$ cat config.mk
export PLATFORM = sky130hd
export DESIGN_NAME = dm_lsu
export DESIGN_NICKNAME = d
export VERILOG_FILES = /design/src/rtl/dm_lsu_pkg.sv /design/src/rtl/dm_load_ext.sv /design/src/rtl/dm_lsu.sv
export SDC_FILE = /design/constraint.sdc
export NUM_CORES = 1
export LEC_CHECK = 0
export CAP_MARGIN = 25
export CORE_ASPECT_RATIO = 1.75
export CORE_MARGIN = 2
export CORE_UTILIZATION = 32
export DETAILED_ROUTE_END_ITERATION = 10
export SYNTH_ARGS = -nofsm -noshare
export SYNTH_HDL_FRONTEND = slang
export SYNTH_SLANG_ARGS = --single-unit
$ cat constraint.sdc
create_clock -name clk -period 2.9 [get_ports clk]
set_input_delay 0.435 -clock clk [delete_from_list [all_inputs] [get_ports clk]]
set_output_delay 0.435 -clock clk [all_outputs]
set_load 0.005 [all_outputs]
$ cat src/rtl/dm_lsu_pkg.sv
// rtl/dm_lsu_pkg.sv - shared size/state encodings and lane-mask helpers for the data-memory LSU
package dm_lsu_pkg;

  typedef enum logic [1:0] {
    SZ_BYTE = 2'b00,
    SZ_HALF = 2'b01,
    SZ_WORD = 2'b10,
    SZ_RSVD = 2'b11
  } size_e;

  typedef enum logic [1:0] {
    ST_IDLE   = 2'b00,
    ST_ACCESS = 2'b01,
    ST_RESP   = 2'b10
  } state_e;

  localparam logic [3:0] BE_NONE   = 4'b0000;
  localparam logic [3:0] BE_BYTE0  = 4'b1000;
  localparam logic [3:0] BE_HALF_H = 4'b1100;
  localparam logic [3:0] BE_HALF_L = 4'b0011;
  localparam logic [3:0] BE_WORD   = 4'b1111;

  // Big-endian lanes: byte offset 0 is the most significant lane.
  function automatic logic [3:0] lane_mask(input size_e size, input logic [1:0] off);
    case (size)
      SZ_BYTE: lane_mask = BE_BYTE0 >> off;
      SZ_HALF: lane_mask = off[1] ? BE_HALF_L : BE_HALF_H;
      SZ_WORD: lane_mask = BE_WORD;
      default: lane_mask = BE_NONE;
    endcase
  endfunction

  function automatic logic size_err(input size_e size, input logic [1:0] off);
    case (size)
      SZ_BYTE: size_err = 1'b0;
      SZ_HALF: size_err = off[0];
      SZ_WORD: size_err = (off != 2'b00);
      default: size_err = 1'b1;
    endcase
  endfunction

endpackage

$ cat src/rtl/dm_load_ext.sv
// rtl/dm_load_ext.sv - selects the addressed big-endian lane of a load word and extends it
module dm_load_ext
  import dm_lsu_pkg::*;
#(
  parameter int width = 32
) (
  input  logic [width-1:0] lane_data,
  input  logic [1:0]       offset,
  input  size_e            size,
  input  logic             sign_ext,
  output logic [width-1:0] result
);

  logic [7:0]  byte_lane;
  logic [15:0] half_lane;

  always_comb begin
    byte_lane = 8'h00;
    case (offset)
      2'd0:    byte_lane = lane_data[31:24];
      2'd1:    byte_lane = lane_data[23:16];
      2'd2:    byte_lane = lane_data[15:8];
      default: byte_lane = lane_data[7:0];
    endcase
    half_lane = offset[1] ? lane_data[15:0] : lane_data[31:16];

    case (size)
      SZ_BYTE: result = {{(width-8){sign_ext & byte_lane[7]}}, byte_lane};
      SZ_HALF: result = {{(width-16){sign_ext & half_lane[15]}}, half_lane};
      default: result = lane_data;
    endcase
  end

endmodule

$ cat src/rtl/dm_lsu.sv
// rtl/dm_lsu.sv - three-state load/store unit between a request port and a word-wide data memory
module dm_lsu
  import dm_lsu_pkg::*;
#(
  parameter int width     = 32,
  parameter int AddrWidth = 10
) (
  input  logic                 clk,
  input  logic                 rst,
  input  logic                 req_valid,
  output logic                 req_ready,
  input  logic                 req_we,
  input  logic [1:0]           req_size,
  input  logic                 req_signed,
  input  logic [31:0]          req_addr,
  input  logic [width-1:0]     req_wdata,
  output logic                 rsp_valid,
  output logic [width-1:0]     rsp_rdata,
  output logic                 rsp_err,
  output logic [AddrWidth-1:0] dm_addr,
  output logic [3:0]           dm_be,
  output logic [width-1:0]     dm_din,
  output logic                 dm_wr,
  input  logic [width-1:0]     dm_dout
);

  state_e               state, state_nxt;
  logic                 r_we, r_signed, r_err;
  size_e                r_size;
  logic [1:0]           r_off;
  logic [AddrWidth-1:0] r_waddr;
  logic [width-1:0]     r_wdata;
  logic                 accept, req_err;
  logic [width-1:0]     ld_data;

  assign accept  = req_valid && req_ready;
  // Errors are resolved at acceptance so ACCESS only needs one registered flag.
  assign req_err = size_err(size_e'(req_size), req_addr[1:0]) ||
                   ((req_addr >> (AddrWidth + 2)) != 32'd0);

  always_ff @(posedge clk or posedge rst) begin
    if (rst) state <= ST_IDLE;
    else     state <= state_nxt;
  end

  always_comb begin
    state_nxt = state;
    req_ready = 1'b0;
    rsp_valid = 1'b0;
    rsp_err   = 1'b0;
    dm_wr     = 1'b0;
    dm_be     = BE_NONE;
    case (state)
      ST_IDLE: begin
        req_ready = 1'b1;
        if (req_valid) state_nxt = ST_ACCESS;
      end
      ST_ACCESS: begin
        state_nxt = ST_RESP;
        if (!r_err) begin
          dm_be = lane_mask(r_size, r_off);
          dm_wr = r_we;
        end
      end
      ST_RESP: begin
        state_nxt = ST_IDLE;
        rsp_valid = 1'b1;
        rsp_err   = r_err;
      end
      default: state_nxt = ST_IDLE;
    endcase
  end

  always_ff @(posedge clk or posedge rst) begin
    if (rst) begin
      r_we     <= 1'b0;
      r_signed <= 1'b0;
      r_err    <= 1'b0;
      r_size   <= SZ_BYTE;
      r_off    <= 2'b00;
      r_waddr  <= '0;
      r_wdata  <= '0;
    end else if (accept) begin
      r_we     <= req_we;
      r_signed <= req_signed;
      r_err    <= req_err;
      r_size   <= size_e'(req_size);
      r_off    <= req_addr[1:0];
      r_waddr  <= req_addr[AddrWidth+1:2];
      r_wdata  <= req_wdata;
    end
  end

  assign dm_addr = r_waddr;

  always_comb begin
    case (r_size)
      SZ_BYTE: dm_din = {(width/8){r_wdata[7:0]}};
      SZ_HALF: dm_din = {(width/16){r_wdata[15:0]}};
      default: dm_din = r_wdata;
    endcase
  end

  dm_load_ext #(.width(width)) u_load_ext (
    .lane_data (dm_dout),
    .offset    (r_off),
    .size      (r_size),
    .sign_ext  (r_signed),
    .result    (ld_data)
  );

  // Read data is captured once at the end of ACCESS and then held until the next access.
  always_ff @(posedge clk or posedge rst) begin
    if (rst)                    rsp_rdata <= '0;
    else if (state == ST_ACCESS) rsp_rdata <= (!r_we && !r_err) ? ld_data : '0;
  end

endmodule

* After elaboration in Yosys (flattened, before gate mapping)
Index checks and enable logic that the tools add are counted.
** Word-level totals
- Output and inout bits :: 82
- Latch bits :: 0
- Memory bits (read-only) :: 0
- Bits in writable memories :: 0
- Bits in registers :: 83
- Bits of input ports :: 103
- Memories :: 0
** Cells by class
- Multiply operators :: 0
- Bitwise operators :: 2
- Reduce and logical (&&, ||, !) cells :: 11
- Equality and inequality tests :: 9
- Order comparisons :: 0
- Shift-type cells :: 1
- Add/subtract/negate cells :: 0
- Multiplexer cells :: 17
- Divide/modulo/power cells :: 0
** Operator list (number)
- 32-bit one-hot mux with 2 select lines :: 2
- 32-bit 2-to-1 mux :: 1
- 32-bit nonzero test :: 1
- 8-bit one-hot mux with 3 select lines :: 1
- 16-bit 2-to-1 mux :: 1
- 4-bit 2-to-1 mux :: 3
- 4-bit one-hot mux with 3 select lines :: 1
- 2-bit by 1-bit equality test with 1-bit output (second input constant) :: 4
- 2-bit equality test (second input constant) :: 4
- 2-bit logical NOT :: 4
- 1-bit 2-to-1 mux :: 5
- 2-bit one-hot mux with 2 select lines :: 1
- 4-bit by 2-bit right shift with 4-bit output (first input constant) :: 1
- 1-bit one-hot mux with 3 select lines :: 1
- 1-bit bitwise AND :: 2
- 1-bit logical AND :: 2
- 1-bit logical NOT :: 2
- 2-bit 2-to-1 mux :: 1
- 2-bit inequality test (second input constant) :: 1
- 2-bit nonzero test :: 1
- 1-bit logical OR :: 1

* Logic depth before layout (Yosys ltp)
Gate-level depths: netlist (run 1).
- Depth in word-level cells :: 5
- Depth in mapped cells :: 5
- Mapped depth without buffers :: 3

* By module
Synthesis (run 1) repeated with hierarchy kept, for this count alone.
** Unflattened totals
- Cells, all modules :: 370
- Area total of the unflattened synthesis :: 4455.5 µm²
** Modules (own cells, without submodules)
- dm_lsu :: area each 3626.0 µm², cells an instance 263, seq. area each 2077.0 µm², times used 1
- dm_load_ext :: area each 829.5 µm², cells an instance 107, seq. area each 0.0 µm², times used 1

* Least setup slack after synthesis (run 1)
No wires, ideal clock.
- Path type :: register to output
- From :: reg r_size[1]
- To :: out dm_din[10]
- Arrival :: 1353 ps
- Stages on the path, launching flop included :: 4
- Data required time :: 2465 ps
- Slack :: 1112 ps
- Path through :: dfrtp_1 > clkbuf_1 > nor2_1 > mux2_2
** On the way
- Cells in the longest elaborated chain, start to end :: 2
- Elaborated cells on any way between the ends :: 3
** Ends and longest elaborated chain
- start: declaration :: RTL line dm_lsu.sv:29 : size_e r_size;
- start signal: assignment :: RTL line dm_lsu.sv:87 : r_size <= size_e'(req_size);
- 2-bit by 1-bit equality test with 1-bit output or 2-bit logical NOT (tied branches) :: RTL line dm_lsu.sv:97 : case (r_size)
- 32-bit one-hot mux with 2 select lines * :: RTL line dm_lsu.sv:97
- end: declaration :: RTL line dm_lsu.sv:22 : output logic [width-1:0] dm_din,
Every way passes the cells marked *; elsewhere a longest branch is shown, timed or not.

* Worst setup path in the final report (run 1)
- From :: reg r_size[1]
- To :: out dm_din[20]
Same word-level chain as after synthesis.

==> results of run 1 <==
-- worst reg2reg max path: stages (launching register included) --
cell and delay, ns:
dfrtp_2 0.58, buf_4 0.32, nor3_1 0.73, a32oi_1 0.15, o211ai_1 0.20
-- cell usage after synthesis (4+ instances only) --
cell type  count  share of area
buf_2         10          0.012
nor3_1         4         0.0048
a221oi_1       8          0.017
o21ai_0       25          0.030
clkbuf_1      18          0.016
buf_4          8          0.014
nor2_1         8         0.0072
a22oi_1        8          0.014
mux2_2        72           0.19
nor4_1         5         0.0075
dfrtp_1       83           0.50
mux2i_1        9          0.021
o211ai_1      15          0.027
a32oi_1       23          0.048
nand2_1       17          0.015
nand2b_1      10          0.015
a21oi_1       11          0.013
-- report_power, final --
part | switching, mW | leakage (nW) | internal (mW) | total, mW
registers | 0.187 | 1.04 | 1.34 | 1.52
logic | 0.558 | 1.33 | 0.877 | 1.43
clock network | 0.469 | 0.146 | 0.694 | 1.16
-- through the flow --
step / instances / area (µm²) / hold WS (ns) / power (mW) / util
after floorplan: 360 / 4195 / 0.4736 / 2.233 / -
after global placement: 688 / 6190 / 0.4820 / 2.970 / 0.4810
after detailed placement: 688 / 6190 / 0.4852 / 2.994 / 0.4810
after CTS: 704 / 6492 / 0.4540 / 4.186 / 0.5045
after global routing: 704 / 6492 / 0.4718 / 4.346 / 0.5045
final: 704 / 6492 / 0.4507 / 4.122 / 0.5045
-- routing by layer --
| metal | vias to the layer above | routed length (µm) | share of wire | track usage |
|---|---|---|---|---|
| met3 | 28 | 645 | 0.048 | 0.03971 |
| li1 | 1691 | - | - | - |
| met4 | 0 | 430 | 0.032 | 0.1033 |
| met5 | - | 0 | 0 | 0 |
| met1 | 1835 | 4815 | 0.36 | 0.1873 |
| met2 | 146 | 7569 | 0.56 | 0.3635 |
-- cell families after synthesis --
kind of cell,count (synthesis),synth area share
DFF,83,0.4951
and+or+nand+nor,58,0.07576
buffers and inverters,41,0.04712
muxes,82,0.2201
AOI/OAI and AO/OA,96,0.1619
-- worst paths after layout --
| kind | startpoint | end | cells past startpoint |
|---|---|---|---|
| worst min-delay path | rst | r_wdata[6] | 2 |
| worst max-delay path | r_size[1] | dm_din[20] | 3 |
| worst min register to register | rsp_rdata[6] | rsp_rdata[6] | 2 |
| min in group clk | rsp_rdata[6] | rsp_rdata[6] | 2 |
| max in group asynchronous | rst | r_size[1] | 3 |
| worst max register to register | r_size[1] | rsp_rdata[0] | 4 |
-- registers in the layout, indices dropped and copies added (netlist names) --
| signal | flops |
|---|---|
| dm_addr | 10 |
| r_err | 1 |
| r_off | 2 |
| r_signed | 1 |
| r_size | 2 |
| r_wdata | 32 |
| r_we | 1 |
| rsp_rdata | 32 |
| state | 2 |
-- area by class of cell --
cell class                      instances  area, µm²
Clock buffer                           11      242.7
Sequential cell                        83       2078
Inverter                                3      12.51
Fill cell                            1205       6376
Timing Repair Buffer                  195       1949
Tap cell                              171      214.0
Multi-Input combinational cell        236       1936
Clock inverter                          5      60.06
-- placed cells by master (no fill, tap or decap), types with 2 or more instances in the layout --
cell,count
dfrtp_1,82
o21a_1,2
nand3b_1,3
a22oi_1,8
nor2b_1,3
o211ai_1,15
mux2i_1,9
nor4_1,5
a21oi_1,11
clkbuf_16,9
nand2b_1,10
o21ai_0,25
buf_12,2
nor3_1,4
nor2_1,8
a32oi_1,23
buf_4,9
nand2_1,17
clkdlybuf4s50_1,184
a221oi_1,8
clkinv_2,2
inv_1,2
mux2_2,72
==> impl_metrics.py, run 1 <==
metrics = {
    "critical_path": {
        "path_max_fanout": 23,
        "crit_type": "flip-flop to output pin",
        "end_kind": "output pin",
        "cp.required_ns": 2.47,
        "critPathTopFamily": "buffers and inverters",
        "rrSetupSlack_ns": 0.83,
        "start_kind": "flip-flop",
        "critical_path_arrival_ns": 2.18,
        "path_buf_inv": 2,
        "cpPeakStageDelay_ns": 0.65,
        "crit_chain": "buf_4, mux2_2, clkdlybuf4s50_1",
        "crit_slowest_cell": "dfrtp_2",
    },
    "clock_tree": {
        "clockRootBuffer": "clkbuf_16",
        "tritoncts": "built",
        "clock_sinks": 83,
        "post_cts_buffers": 0,
        "cts.clk_slew.worst_paths_ns": 0.06,
        "cts_resized": 0,
        "clk_path_buf_depth": 2,
        "cts_made_buffers": 9,
        "cts_hold_buf": 0,
        "clk_latency_ns": 0.33,
        "htreeDepth": 3,
    },
    "die": {
        "dieHeight_um": 155.5,
        "io_pins": 185,
        "coreArea_mm2": 0.01287,
        "die_area_mm2": 0.01408,
        "num_rows": 55,
        "die_w_um": 90.56,
        "start_util": 0.3260,
    },
    "route": {
        "drt-total-wl_um": 13460,
        "drt_iter0_markers": 138,
        "num_vias": 3700,
        "ant_nets": 0,
        "drc": 0,
        "post_drt_wl_per_cell_um": 19.12,
        "drtPass1Iterations": 4,
        "drt-vias-per-instance": 5.256,
    },
    "timing": {
        "hold_viol": 0,
        "tns_ns": 0,
        "finalCritPeriodShare": 0.9016,
        "slew_viol_final": 0,
        "max_freq_mhz": 382.5,
        "worst_slew_pin_slew_ns": 0.9124,
        "fin_skew_ns": 0.006489,
        "max-slew-margin-rel": 0.3871,
        "min_period_ns": 2.615,
        "setup_viol": 0,
        "fin_ws_ns": 0.2854,
        "rsz0062_at_grt": "no",
    },
    "final_layout": {
        "nets": 631,
        "area_growth_syn_to_layout_pct": 54.76,
        "final_layout_size_suffix_gt1_frac": 0.1970,
        "antenna_cells": 0,
    },
    "pwr": {
        "vdd_ir_drop_max_mv": 0.4011,
        "power.density_mw_per_mm2": 634.9,
        "cellLeakagePower_nw": 2.518,
    },
    "global_route": {
        "antenna_found_initial": 0,
        "first_global_vias": 3963,
        "grt_max_degree": 59,
        "grt_pass1_wl_um": 20870,
        "overflow": 0,
        "grt_usage": 0.1898,
    },
    "place": {
        "io_buffers": 184,
        "hpwl_um": 10060,
        "pre_cts_slack_ns": 0.6367,
        "gp_congestion": 0.8898,
    },
    "synthesis": {
        "yosysUniqueCellTypes": 36,
        "synth_edf_count": 0,
        "synth_cells": 360,
        "synth-main-ff-cell": "dfrtp_1",
        "avgSynthCellArea_um2": 11.65,
        "ys_seq_area_frac": 0.4951,
        "synthArstFlopShare": 1.000,
        "yosysWarningCount": 0,
        "synth_seq_cells": 83,
        "syn_area_mm2": 0.004195,
        "syn-num-nets": 463,
    },
    "status": {
        "outcome": "finished clean",
    },
    "flow_run": {
        "cap_viol_max_count": 0,
    },
    "hold_path": {
        "worstHoldPathType": "primary input to async pin",
    },
}
Power figures use the tool's default switching activity.
==> run 2: changes to the inputs <==
Settings changed: CORE_MARGIN 2 to 10.
==> run 2 against run 1 <==
Compared with the run above: fmax up 1.7%; critical path depth is the same; sequential power barely moved.
==> impl_metrics.py, run 2 (synthesis gave the netlist of run 1 again) <==
metrics = {
    "route": {
        "drc": 0,
        "ant_nets": 0,
        "drt_iter0_markers": 168,
        "post_drt_wl_per_cell_um": 20.90,
        "drtPass1Iterations": 4,
        "drt-total-wl_um": 14710,
        "drt-vias-per-instance": 5.183,
        "num_vias": 3649,
    },
    "clock_tree": {
        "clk_path_buf_depth": 2,
        "cts_resized": 0,
        "cts_hold_buf": 0,
        "tritoncts": "built",
        "clk_latency_ns": 0.34,
        "cts.clk_slew.worst_paths_ns": 0.07,
        "clock_sinks": 83,
        "post_cts_buffers": 0,
        "cts_made_buffers": 9,
        "htreeDepth": 3,
        "clockRootBuffer": "clkbuf_16",
    },
    "pwr": {
        "p_sw_mw": 1.246,
        "clockPowerShare": 0.288,
        "vdd_ir_drop_max_mv": 0.4376,
        "pwr-share-seq": 0.362,
        "cellInternalPower_mw": 2.915,
        "cellLeakagePower_nw": 2.518,
        "swShare": 0.2994,
        "p_comb_frac": 0.351,
        "power.density_mw_per_mm2": 640.2,
        "total_power_mw": 4.161,
    },
    "die": {
        "die_w_um": 106.6,
        "io_pins": 185,
        "coreArea_mm2": 0.01287,
        "dieHeight_um": 171.5,
        "start_util": 0.3260,
        "num_rows": 55,
        "die_area_mm2": 0.01827,
    },
    "hold_path": {
        "worstHoldPathType": "primary input to async pin",
    },
    "critical_path": {
        "crit_slowest_cell": "dfrtp_2",
        "crit_type": "flip-flop to output pin",
        "cp.required_ns": 2.47,
        "end_kind": "output pin",
        "cpPeakStageDelay_ns": 0.60,
        "path_buf_inv": 2,
        "crit_chain": "buf_4, mux2_2, clkdlybuf4s50_1",
        "path_max_fanout": 24,
        "critical_path_arrival_ns": 2.14,
        "critPathTopFamily": "buffers and inverters",
        "start_kind": "flip-flop",
    },
    "timing": {
        "worst_slew_pin_slew_ns": 0.8204,
        "fin_skew_ns": 0.006410,
        "rsz0062_at_grt": "no",
        "fin_ws_ns": 0.3291,
        "hold_slack_ns": 0.4572,
        "tns_ns": 0,
        "slew_viol_final": 0,
        "hold_viol": 0,
        "max_freq_mhz": 389.0,
        "max-slew-margin-rel": 0.4488,
        "finalCritPeriodShare": 0.8865,
        "min_period_ns": 2.571,
        "setup_viol": 0,
    },
    "status": {
        "outcome": "finished clean",
    },
    "place": {
        "gp_congestion": 0.8534,
        "io_buffers": 184,
        "dp.cells": 688,
        "place_area_mm2": 0.006190,
        "hpwl_um": 11450,
        "pre_cts_slack_ns": 0.6772,
    },
    "final_layout": {
        "nets": 631,
        "post-route-util": 0.5051,
        "final_layout_size_suffix_gt1_frac": 0.1989,
        "final_common_cell": "clkdlybuf4s50_1",
        "antenna_cells": 0,
        "instances_no_fill": 704,
        "fin_area_mm2": 0.006500,
        "final_cell_mix": "clkdlybuf4s50_1, dfrtp_1, mux2_2",
        "area_growth_syn_to_layout_pct": 54.94,
    },
    "flow_run": {
        "cap_viol_max_count": 0,
    },
    "global_route": {
        "grt_pass1_wl_um": 22710,
        "grt_max_degree": 55,
        "grt_usage": 0.1586,
        "first_global_vias": 3908,
        "antenna_found_initial": 0,
        "overflow": 0,
    },
}
-- run 2: cell count changes in the layout (fill, tap and decap cells not counted) --
cell / before / now
clkbuf_1: 1 / 0
inv_6: 1 / 3
clkinv_4: 1 / 0
clkinvlp_4: 1 / 2
clkinv_2: 2 / 1
-- run 2: worst paths after layout --
path | from | endpoint | slack (ns) | cells after the start
worst max register to register | state[1] | rsp_rdata[7] | 0.93 | 4
max in group asynchronous | rst | dm_addr[0] | 1.74 | 3
worst min-delay path | rst | r_wdata[6] | 0.46 | 2
worst min register to register | rsp_rdata[28] | rsp_rdata[28] | 0.50 | 2
min in group clk | rsp_rdata[28] | rsp_rdata[28] | 0.50 | 2
worst max-delay path | r_size[1] | dm_din[22] | 0.33 | 3
-- run 2: power by group through the flow --
stage / clock network (mW) / logic (mW) / registers (mW)
after detailed placement: 0 / 1.48 / 1.53
final: 1.20 / 1.46 / 1.51
after global placement: 0 / 1.46 / 1.52
after floorplan: 0 / 0.779 / 1.45
after CTS: 1.22 / 1.49 / 1.51
after global routing: 1.27 / 1.58 / 1.54
-- run 2: final cells by class --
cell class	count	area, µm²
well taps	171	214.0
repair buffers	195	1949
fillers	1225	6369
clock inverters	6	71.32
flip-flops and latches	83	2078
multi-input cells	236	1936
clock buffers	10	239.0
inverters	3	12.51
-- run 2: per-layer routing --
metal	vias up	GRT usage	part of all wire
met5	-	0	0
met4	0	0.06032	0.021
met3	16	0.03559	0.047
met2	114	0.3070	0.57
met1	1829	0.1584	0.36
li1	1690	-	-
